<file path="src/rtl/address_queue_if.sv">
`default_nettype none
// ============================================================================
// Module      : address_queue_if
// Description : Dispatch-side and memory-side handshake bundle of the
//               in-order load/store address queue.
// Revision    : 1.0  initial release
// ============================================================================
interface address_queue_if #(
    parameter int BW_PROCESSOR_DATA = 32,
    parameter int BW_ADDRESS        = 32,
    parameter int BW_TAG            = 4,
    parameter int AQ_LENGTH         = 10
);
    localparam int CW = $clog2(AQ_LENGTH + 1);

    logic                         i_disp_valid;
    logic                         i_disp_ready;
    logic                         i_disp_opcode;
    logic [BW_TAG-1:0]            i_disp_tag;
    logic [BW_ADDRESS-1:0]        i_disp_rwaddr;
    logic [BW_PROCESSOR_DATA-1:0] i_disp_wdata;

    logic                         o_lsrsv_valid;
    logic                         o_lsrsv_ready;
    logic                         o_lsrsv_opcode;
    logic [BW_TAG-1:0]            o_lsrsv_tag;
    logic [BW_ADDRESS-1:0]        o_lsrsv_rwaddr;
    logic [BW_PROCESSOR_DATA-1:0] o_lsrsv_wdata;
    logic                         o_lsrsv_load_forwarding_valid;
    logic [BW_PROCESSOR_DATA-1:0] o_lsrsv_load_forwarding_data;
    logic [CW-1:0]                o_count;

    // Dispatch and memory-unit side (testbench / surrounding pipeline)
    modport master (
        output i_disp_valid, i_disp_opcode, i_disp_tag, i_disp_rwaddr, i_disp_wdata,
        input  i_disp_ready,
        output o_lsrsv_ready,
        input  o_lsrsv_valid, o_lsrsv_opcode, o_lsrsv_tag, o_lsrsv_rwaddr,
        input  o_lsrsv_wdata, o_lsrsv_load_forwarding_valid,
        input  o_lsrsv_load_forwarding_data, o_count
    );

    // The queue itself
    modport slave (
        input  i_disp_valid, i_disp_opcode, i_disp_tag, i_disp_rwaddr, i_disp_wdata,
        output i_disp_ready,
        input  o_lsrsv_ready,
        output o_lsrsv_valid, o_lsrsv_opcode, o_lsrsv_tag, o_lsrsv_rwaddr,
        output o_lsrsv_wdata, o_lsrsv_load_forwarding_valid,
        output o_lsrsv_load_forwarding_data, o_count
    );
endinterface
`default_nettype wire

</file>
<file path="src/rtl/address_queue.sv">
`default_nettype none
// ============================================================================
// Module      : address_queue
// Description : In-order circular load/store address queue. Defining
//               ADDRESS_QUEUE_STORE_FORWARD_EN adds a store history that
//               forwards data to a load waiting at the head.
// Revision    : 1.0  initial release
// ============================================================================
module address_queue #(
    parameter int BW_PROCESSOR_DATA = 32,
    parameter int BW_ADDRESS        = 32,
    parameter int BW_TAG            = 4,
    parameter int AQ_LENGTH         = 10,
    parameter int NUM_STORE_HISTORY = 4
) (
    input  wire logic       clk,
    input  wire logic       rst,
    address_queue_if.slave  bus
);
    localparam int CW = $clog2(AQ_LENGTH + 1);
    localparam int PW = $clog2(AQ_LENGTH);

    localparam logic [CW-1:0] c_DEPTH    = CW'(AQ_LENGTH);
    localparam logic [CW-1:0] c_CNT_ONE  = CW'(1);
    localparam logic [PW-1:0] c_PTR_LAST = PW'(AQ_LENGTH - 1);
    localparam logic [PW-1:0] c_PTR_ONE  = PW'(1);

    logic [PW-1:0]                r_rd_ptr;
    logic [PW-1:0]                r_wr_ptr;
    logic [CW-1:0]                r_count;

    logic                         r_opcode [AQ_LENGTH];
    logic [BW_TAG-1:0]            r_tag    [AQ_LENGTH];
    logic [BW_ADDRESS-1:0]        r_addr   [AQ_LENGTH];
    logic [BW_PROCESSOR_DATA-1:0] r_wdata  [AQ_LENGTH];

    logic                         w_ready;
    logic                         w_valid;
    logic                         w_enq;
    logic                         w_deq;
    logic                         w_head_opcode;
    logic [BW_ADDRESS-1:0]        w_head_addr;
    logic [BW_PROCESSOR_DATA-1:0] w_head_wdata;

    // Ready depends only on occupancy, so a full queue never accepts even
    // when the head is leaving in the same cycle.
    assign w_ready = (r_count < c_DEPTH);
    assign w_valid = (r_count != '0);
    assign w_enq   = bus.i_disp_valid && w_ready;
    assign w_deq   = w_valid && bus.o_lsrsv_ready;

    assign w_head_opcode = r_opcode[r_rd_ptr];
    assign w_head_addr   = r_addr[r_rd_ptr];
    assign w_head_wdata  = r_wdata[r_rd_ptr];

    assign bus.i_disp_ready   = w_ready;
    assign bus.o_lsrsv_valid  = w_valid;
    assign bus.o_lsrsv_opcode = w_head_opcode;
    assign bus.o_lsrsv_tag    = r_tag[r_rd_ptr];
    assign bus.o_lsrsv_rwaddr = w_head_addr;
    assign bus.o_lsrsv_wdata  = w_head_wdata;
    assign bus.o_count        = r_count;

    always_ff @(posedge clk) begin
        if (rst) begin
            r_rd_ptr <= '0;
            r_wr_ptr <= '0;
            r_count  <= '0;
        end else begin
            if (w_enq) begin
                r_wr_ptr <= (r_wr_ptr == c_PTR_LAST) ? '0 : r_wr_ptr + c_PTR_ONE;
            end
            if (w_deq) begin
                r_rd_ptr <= (r_rd_ptr == c_PTR_LAST) ? '0 : r_rd_ptr + c_PTR_ONE;
            end
            case ({w_enq, w_deq})
                2'b10:   r_count <= r_count + c_CNT_ONE;
                2'b01:   r_count <= r_count - c_CNT_ONE;
                default: r_count <= r_count;
            endcase
        end
    end

    always_ff @(posedge clk) begin
        if (rst) begin
            for (int i = 0; i < AQ_LENGTH; i++) begin
                r_opcode[i] <= 1'b0;
                r_tag[i]    <= '0;
                r_addr[i]   <= '0;
                r_wdata[i]  <= '0;
            end
        end else if (w_enq) begin
            r_opcode[r_wr_ptr] <= bus.i_disp_opcode;
            r_tag[r_wr_ptr]    <= bus.i_disp_tag;
            r_addr[r_wr_ptr]   <= bus.i_disp_rwaddr;
            r_wdata[r_wr_ptr]  <= bus.i_disp_wdata;
        end
    end

`ifdef ADDRESS_QUEUE_STORE_FORWARD_EN
    // Slot 0 holds the most recently dequeued store.
    logic                         r_hist_valid [NUM_STORE_HISTORY];
    logic [BW_ADDRESS-1:0]        r_hist_addr  [NUM_STORE_HISTORY];
    logic [BW_PROCESSOR_DATA-1:0] r_hist_data  [NUM_STORE_HISTORY];
    logic [NUM_STORE_HISTORY-1:0] w_hit;
    logic                         w_any_hit;
    logic [BW_PROCESSOR_DATA-1:0] w_hit_data;
    logic                         w_fwd_valid;

    always_ff @(posedge clk) begin
        if (rst) begin
            for (int i = 0; i < NUM_STORE_HISTORY; i++) begin
                r_hist_valid[i] <= 1'b0;
                r_hist_addr[i]  <= '0;
                r_hist_data[i]  <= '0;
            end
        end else if (w_deq && w_head_opcode) begin
            r_hist_valid[0] <= 1'b1;
            r_hist_addr[0]  <= w_head_addr;
            r_hist_data[0]  <= w_head_wdata;
            for (int i = 1; i < NUM_STORE_HISTORY; i++) begin
                r_hist_valid[i] <= r_hist_valid[i-1];
                r_hist_addr[i]  <= r_hist_addr[i-1];
                r_hist_data[i]  <= r_hist_data[i-1];
            end
        end
    end

    for (genvar g = 0; g < NUM_STORE_HISTORY; g++) begin : g_hist_cmp
        assign w_hit[g] = r_hist_valid[g] && (r_hist_addr[g] == w_head_addr);
    end

    // Walk from oldest to youngest so the youngest matching slot wins.
    always_comb begin
        w_hit_data = '0;
        for (int i = NUM_STORE_HISTORY - 1; i >= 0; i--) begin
            if (w_hit[i]) begin
                w_hit_data = r_hist_data[i];
            end
        end
    end

    assign w_any_hit   = |w_hit;
    assign w_fwd_valid = w_valid && !w_head_opcode && w_any_hit;

    assign bus.o_lsrsv_load_forwarding_valid = w_fwd_valid;
    assign bus.o_lsrsv_load_forwarding_data  = w_fwd_valid ? w_hit_data : '0;
`else
    assign bus.o_lsrsv_load_forwarding_valid = 1'b0;
    assign bus.o_lsrsv_load_forwarding_data  = '0;
`endif

endmodule
`default_nettype wire
</file>
<file path="src/flat_wrapper.sv">
// flat-port wrapper written by rule: the top's interface ports become plain ports
module address_queue_flat 
#(
    parameter int BW_PROCESSOR_DATA = 32,
    parameter int BW_ADDRESS        = 32,
    parameter int BW_TAG            = 4,
    parameter int AQ_LENGTH         = 10,
    parameter int NUM_STORE_HISTORY = 4
)
  (clk, rst, bus_i_disp_valid, bus_i_disp_opcode, bus_i_disp_tag, bus_i_disp_rwaddr, bus_i_disp_wdata, bus_i_disp_ready, bus_o_lsrsv_ready, bus_o_lsrsv_valid, bus_o_lsrsv_opcode, bus_o_lsrsv_tag, bus_o_lsrsv_rwaddr, bus_o_lsrsv_wdata, bus_o_lsrsv_load_forwarding_valid, bus_o_lsrsv_load_forwarding_data, bus_o_count);
  address_queue_if #(.BW_PROCESSOR_DATA(BW_PROCESSOR_DATA), .BW_ADDRESS(BW_ADDRESS), .BW_TAG(BW_TAG), .AQ_LENGTH(AQ_LENGTH)) bus_i ();
  input  wire logic clk;
  input  wire logic rst;
  input wire logic [$bits(bus_i.i_disp_valid)-1:0] bus_i_disp_valid;
  input wire logic [$bits(bus_i.i_disp_opcode)-1:0] bus_i_disp_opcode;
  input wire logic [$bits(bus_i.i_disp_tag)-1:0] bus_i_disp_tag;
  input wire logic [$bits(bus_i.i_disp_rwaddr)-1:0] bus_i_disp_rwaddr;
  input wire logic [$bits(bus_i.i_disp_wdata)-1:0] bus_i_disp_wdata;
  output wire logic [$bits(bus_i.i_disp_ready)-1:0] bus_i_disp_ready;
  input wire logic [$bits(bus_i.o_lsrsv_ready)-1:0] bus_o_lsrsv_ready;
  output wire logic [$bits(bus_i.o_lsrsv_valid)-1:0] bus_o_lsrsv_valid;
  output wire logic [$bits(bus_i.o_lsrsv_opcode)-1:0] bus_o_lsrsv_opcode;
  output wire logic [$bits(bus_i.o_lsrsv_tag)-1:0] bus_o_lsrsv_tag;
  output wire logic [$bits(bus_i.o_lsrsv_rwaddr)-1:0] bus_o_lsrsv_rwaddr;
  output wire logic [$bits(bus_i.o_lsrsv_wdata)-1:0] bus_o_lsrsv_wdata;
  output wire logic [$bits(bus_i.o_lsrsv_load_forwarding_valid)-1:0] bus_o_lsrsv_load_forwarding_valid;
  output wire logic [$bits(bus_i.o_lsrsv_load_forwarding_data)-1:0] bus_o_lsrsv_load_forwarding_data;
  output wire logic [$bits(bus_i.o_count)-1:0] bus_o_count;
  assign bus_i.i_disp_valid = bus_i_disp_valid;
  assign bus_i.i_disp_opcode = bus_i_disp_opcode;
  assign bus_i.i_disp_tag = bus_i_disp_tag;
  assign bus_i.i_disp_rwaddr = bus_i_disp_rwaddr;
  assign bus_i.i_disp_wdata = bus_i_disp_wdata;
  assign bus_i_disp_ready = bus_i.i_disp_ready;
  assign bus_i.o_lsrsv_ready = bus_o_lsrsv_ready;
  assign bus_o_lsrsv_valid = bus_i.o_lsrsv_valid;
  assign bus_o_lsrsv_opcode = bus_i.o_lsrsv_opcode;
  assign bus_o_lsrsv_tag = bus_i.o_lsrsv_tag;
  assign bus_o_lsrsv_rwaddr = bus_i.o_lsrsv_rwaddr;
  assign bus_o_lsrsv_wdata = bus_i.o_lsrsv_wdata;
  assign bus_o_lsrsv_load_forwarding_valid = bus_i.o_lsrsv_load_forwarding_valid;
  assign bus_o_lsrsv_load_forwarding_data = bus_i.o_lsrsv_load_forwarding_data;
  assign bus_o_count = bus_i.o_count;
  address_queue #(.BW_PROCESSOR_DATA(BW_PROCESSOR_DATA), .BW_ADDRESS(BW_ADDRESS), .BW_TAG(BW_TAG), .AQ_LENGTH(AQ_LENGTH), .NUM_STORE_HISTORY(NUM_STORE_HISTORY)) u_core (.clk(clk), .rst(rst), .bus(bus_i));
endmodule
</file>
<file path="config.mk">
export PLATFORM = sky130hd
export DESIGN_NAME = address_queue_flat
export DESIGN_NICKNAME = d
export VERILOG_FILES = /design/src/rtl/address_queue_if.sv /design/src/rtl/address_queue.sv /design/src/flat_wrapper.sv
export SDC_FILE = /design/constraint.sdc
export NUM_CORES = 1
export LEC_CHECK = 0
export BUFFER_PORTS_ARGS = -buffer_cell sky130_fd_sc_hd__buf_2
export CORE_MARGIN = 4
export CORE_UTILIZATION = 40
export CTS_BUF_LIST = sky130_fd_sc_hd__clkbuf_8
export DETAILED_ROUTE_END_ITERATION = 10
export SLEW_MARGIN = 40
export SYNTH_ARGS = -nofsm -noshare
export SYNTH_HDL_FRONTEND = slang
export SYNTH_SLANG_ARGS = --single-unit
export TNS_END_PERCENT = 5
</file>
<file path="constraint.sdc">
create_clock -name clk -period 7.73 [get_ports clk]
set_clock_uncertainty 0.2 [all_clocks]
set_input_delay 0.773 -clock clk [delete_from_list [all_inputs] [get_ports clk]]
set_output_delay 0.773 -clock clk [all_outputs]
set_load 0.01 [all_outputs]
</file>
==> metrics.txt <==
status=completed; total grt overflow=0; FF-to-FF setup slack=between 3000 and 4000 ps; Synth cell types=39; post-synthesis async set-or-reset flop share=0; TritonCTS Sinks=1,120; setup ws final=3210 ps; vias in the first global route=27,200; simple logic cell fraction of the synthesized area=0.0965; Finished Layout Cells=around 4,500; first-pass iteration count of the detailed router=5; Post-CTS Setup Inserts=0; initial antenna violation count=23; crit path kind=reg -> out; total die area=roughly 120,000 um^2; die height=approximately 350 um; largest family of logic cells by synthesized area=multiplexers; cts hold-fix bufs=0; Critical Path Sink Type=output pin; total CTS buffers=about 180; Iteration-0 DRC Markers=between 2,000 and 2,500; CP max-delay cell=mux4_2; worst-margin pin slew=894 ps; Tcrit/Tclk final=0.585; Buf+Inv Stages, Crit Path=3; fin crit period=between 4000 and 5000 ps; Area Growth Syn to Fin=12.9%; R2R depth=7; number of max-cap violations=0; total length of routed wires=about 120 mm; Final Hold Fails=0; CTS Buffer Depth=3; share of cells above drive strength 1=0.245; Cells after DPL=approximately 4,200; WHS=72.1 ps; Vias=between 20,000 and 30,000; Syn Area/Cell=~17 um^2; Boundary Pins=between 150 and 200; Peak VDD IR=between 150 and 200 uV; placed cell area=between 40,000 and 50,000 um^2; I/O Buffers=about 150; clock tree from TritonCTS=yes; Mapped Cells=roughly 2,700; CP Capture Point=bus_o_lsrsv_tag[0]; GP Congestion=roughly 0.75; LEAKAGE=between 15 and 20 nW; Fmax=roughly 220 MHz; dpl ws=around 3200 ps; row count=roughly 120; r2r startpoint=u_core.bus.o_count[1]$_SDFFE_PP0P_; largest net degree at the start of global routing=about 120; CP cell instances=buf_12 > buf_16 > mux4_2 > a22oi_1 > nand2_1 > buf_2; Synth Area in XOR/XNOR=0.00113; post-synthesis adder-cell area fraction=0.00124; Total GRT Usage=0.202; Layout fillers=just under 10,000; final instance area=around 52,000 um^2; synthesized area=about 46,000 um^2; CTS root buffer=clkbuf_8; crit path DAT=3550 ps; Worst Hold Class=in -> reg; cell family with most CP delay=buffers and inverters; fin. max-slew vios=0; Top FF cell, synth=edfxtp_1; die outline width=~350 um; commonest non-fill, non-tap cell in the layout=edfxtp_1; PwrDens=approximately 260 nW/um^2; Initial Util=0.405; commonest cells after routing, fill and taps aside=1,104 x edfxtp_1, 356 x nor2_1, 345 x and2_1, 276 x mux4_2, 180 x clkbuf_8; Synth Warn #=0; Worst-path clk slew=~60 ps; critical path launch point type=register; Seq/Total Area, Yosys=0.720; Detailed Place HPWL=slightly below 70 mm; Crit. path cell count=6; multiplexer share of the synthesized area=0.134; RSZ-0062 raised after global routing=no; r2r endpoint=u_core.r_addr[12][9]$_DFFE_PP_; number of flops mapped to enable cells by yosys=about 1,100; Sum Neg Setup Slack=0 ps; Post-DRT Antenna Nets=0; CP required=6760 ps; Resized cells post-CTS=0; later-pin clock latency in the skew report=approximately 820 ps; first-pass GRT wire length=about 180 mm; #FFs+latches synth=roughly 1,100; WL per Instance=around 27 um; H-tree depth=4; vias per cell=between 5 and 6; max incr delay on CP=roughly 570 ps; Slew headroom=0.404; Core Region=between 100,000 and 150,000 um^2; endpoints failing setup=0; Compound-Gate Fraction of Synth Area=0.0255; crit-path max FO=60; Remaining DRCs=0; nets@finish=a little under 3,000
## cell type report
class | instances | area (um^2) | share of cell area
clock buffer | 179 | 2460 | 0.0470
inverter | 7 | 26.3 | 0.000501
antenna | 14 | 35.0 | 0.000668
timing repair buffer | 208 | 1500 | 0.0286
multi-input combinational | 1370 | 12400 | 0.235
tap | 1512 | 1890 | 0.0361
sequential | 1120 | 33500 | 0.638
clock inverter | 139 | 718 | 0.0137
## per-layer routing
metal  share of wire  global-route usage  vias to the layer above
met1            0.40               0.264                    13400
met5         0.00044                   0                        -
met2            0.50               0.340                     1078
met3           0.081              0.0469                      180
met4           0.019              0.0571                       10
li1                -                   -                    10700
## registers in the layout, indices dropped and copies added, names as in the netlist, named ones only
signal	count
u_core.r_tag	64
u_core.r_rd_ptr	4
u_core.r_addr	512
u_core.r_opcode	16
u_core.r_wr_ptr	4
u_core.bus.o_count	4
u_core.r_wdata	512
## synth_stat cells (12+ instances only)
library cell	n	area share
a22oi_1	138	0.022
and2_1	346	0.047
buf_2	32	0.0034
buf_4	39	0.0063
clkbuf_1	124	0.010
clkbuf_2	12	0.0013
dfxtp_1	16	0.0069
edfxtp_1	1104	0.71
mux4_2	276	0.13
nand2_1	81	0.0065
nand2b_1	71	0.0096
nor2_1	361	0.029
o21ai_0	13	0.0014
## logic make-up (layout without fill, tap and decap cells)
kind of cell,Yosys count,after routing
compound gates,164,164
xor+xnor,6,6
fa+ha+maj,4,4
buf+inv,217,533
flops,1120,1120
mux,276,276
other cells,1,47
simple gates,887,887
## worst min-delay path by stage
stage	start	to	slack, ps	depth (start not counted)
2_1_floorplan	u_core.r_rd_ptr[3]$_SDFFE_PP0N_	register	270	2
3_3_place_gp	u_core.r_rd_ptr[1]$_SDFFE_PP0N_	register	300	2
3_5_place_dp	u_core.r_rd_ptr[3]$_SDFFE_PP0N_	u_core.r_rd_ptr[3]$_SDFFE_PP0N_	310	2
4_1_cts	bus_i_disp_wdata[1]	u_core.r_wdata[2][1]$_SDFFCE_PN0P_	1	2
5_1_grt	bus_i_disp_rwaddr[10]	u_core.r_addr[2][10]$_SDFFCE_PN0P_	40	2
6_report	bus_i_disp_wdata[15]	u_core.r_wdata[3][15]$_SDFFCE_PN0P_	70	2
## stage by stage
stage / total power, mW / utilization
6_report: 13.5 / 0.457
3_3_place_gp: 8.97 / 0.426
3_5_place_dp: 9.02 / 0.428
4_1_cts: 13.6 / 0.456
2_1_floorplan: 8.38 / -
5_1_grt: 14.0 / 0.457
## power by group
group | switching [mW] | internal [mW]
Combinational | 1.08 | 0.830
Clock | 2.33 | 2.27
Sequential | 0.0851 | 6.87
Total | 3.50 | 9.97
Power figures use the tool's default switching activity.
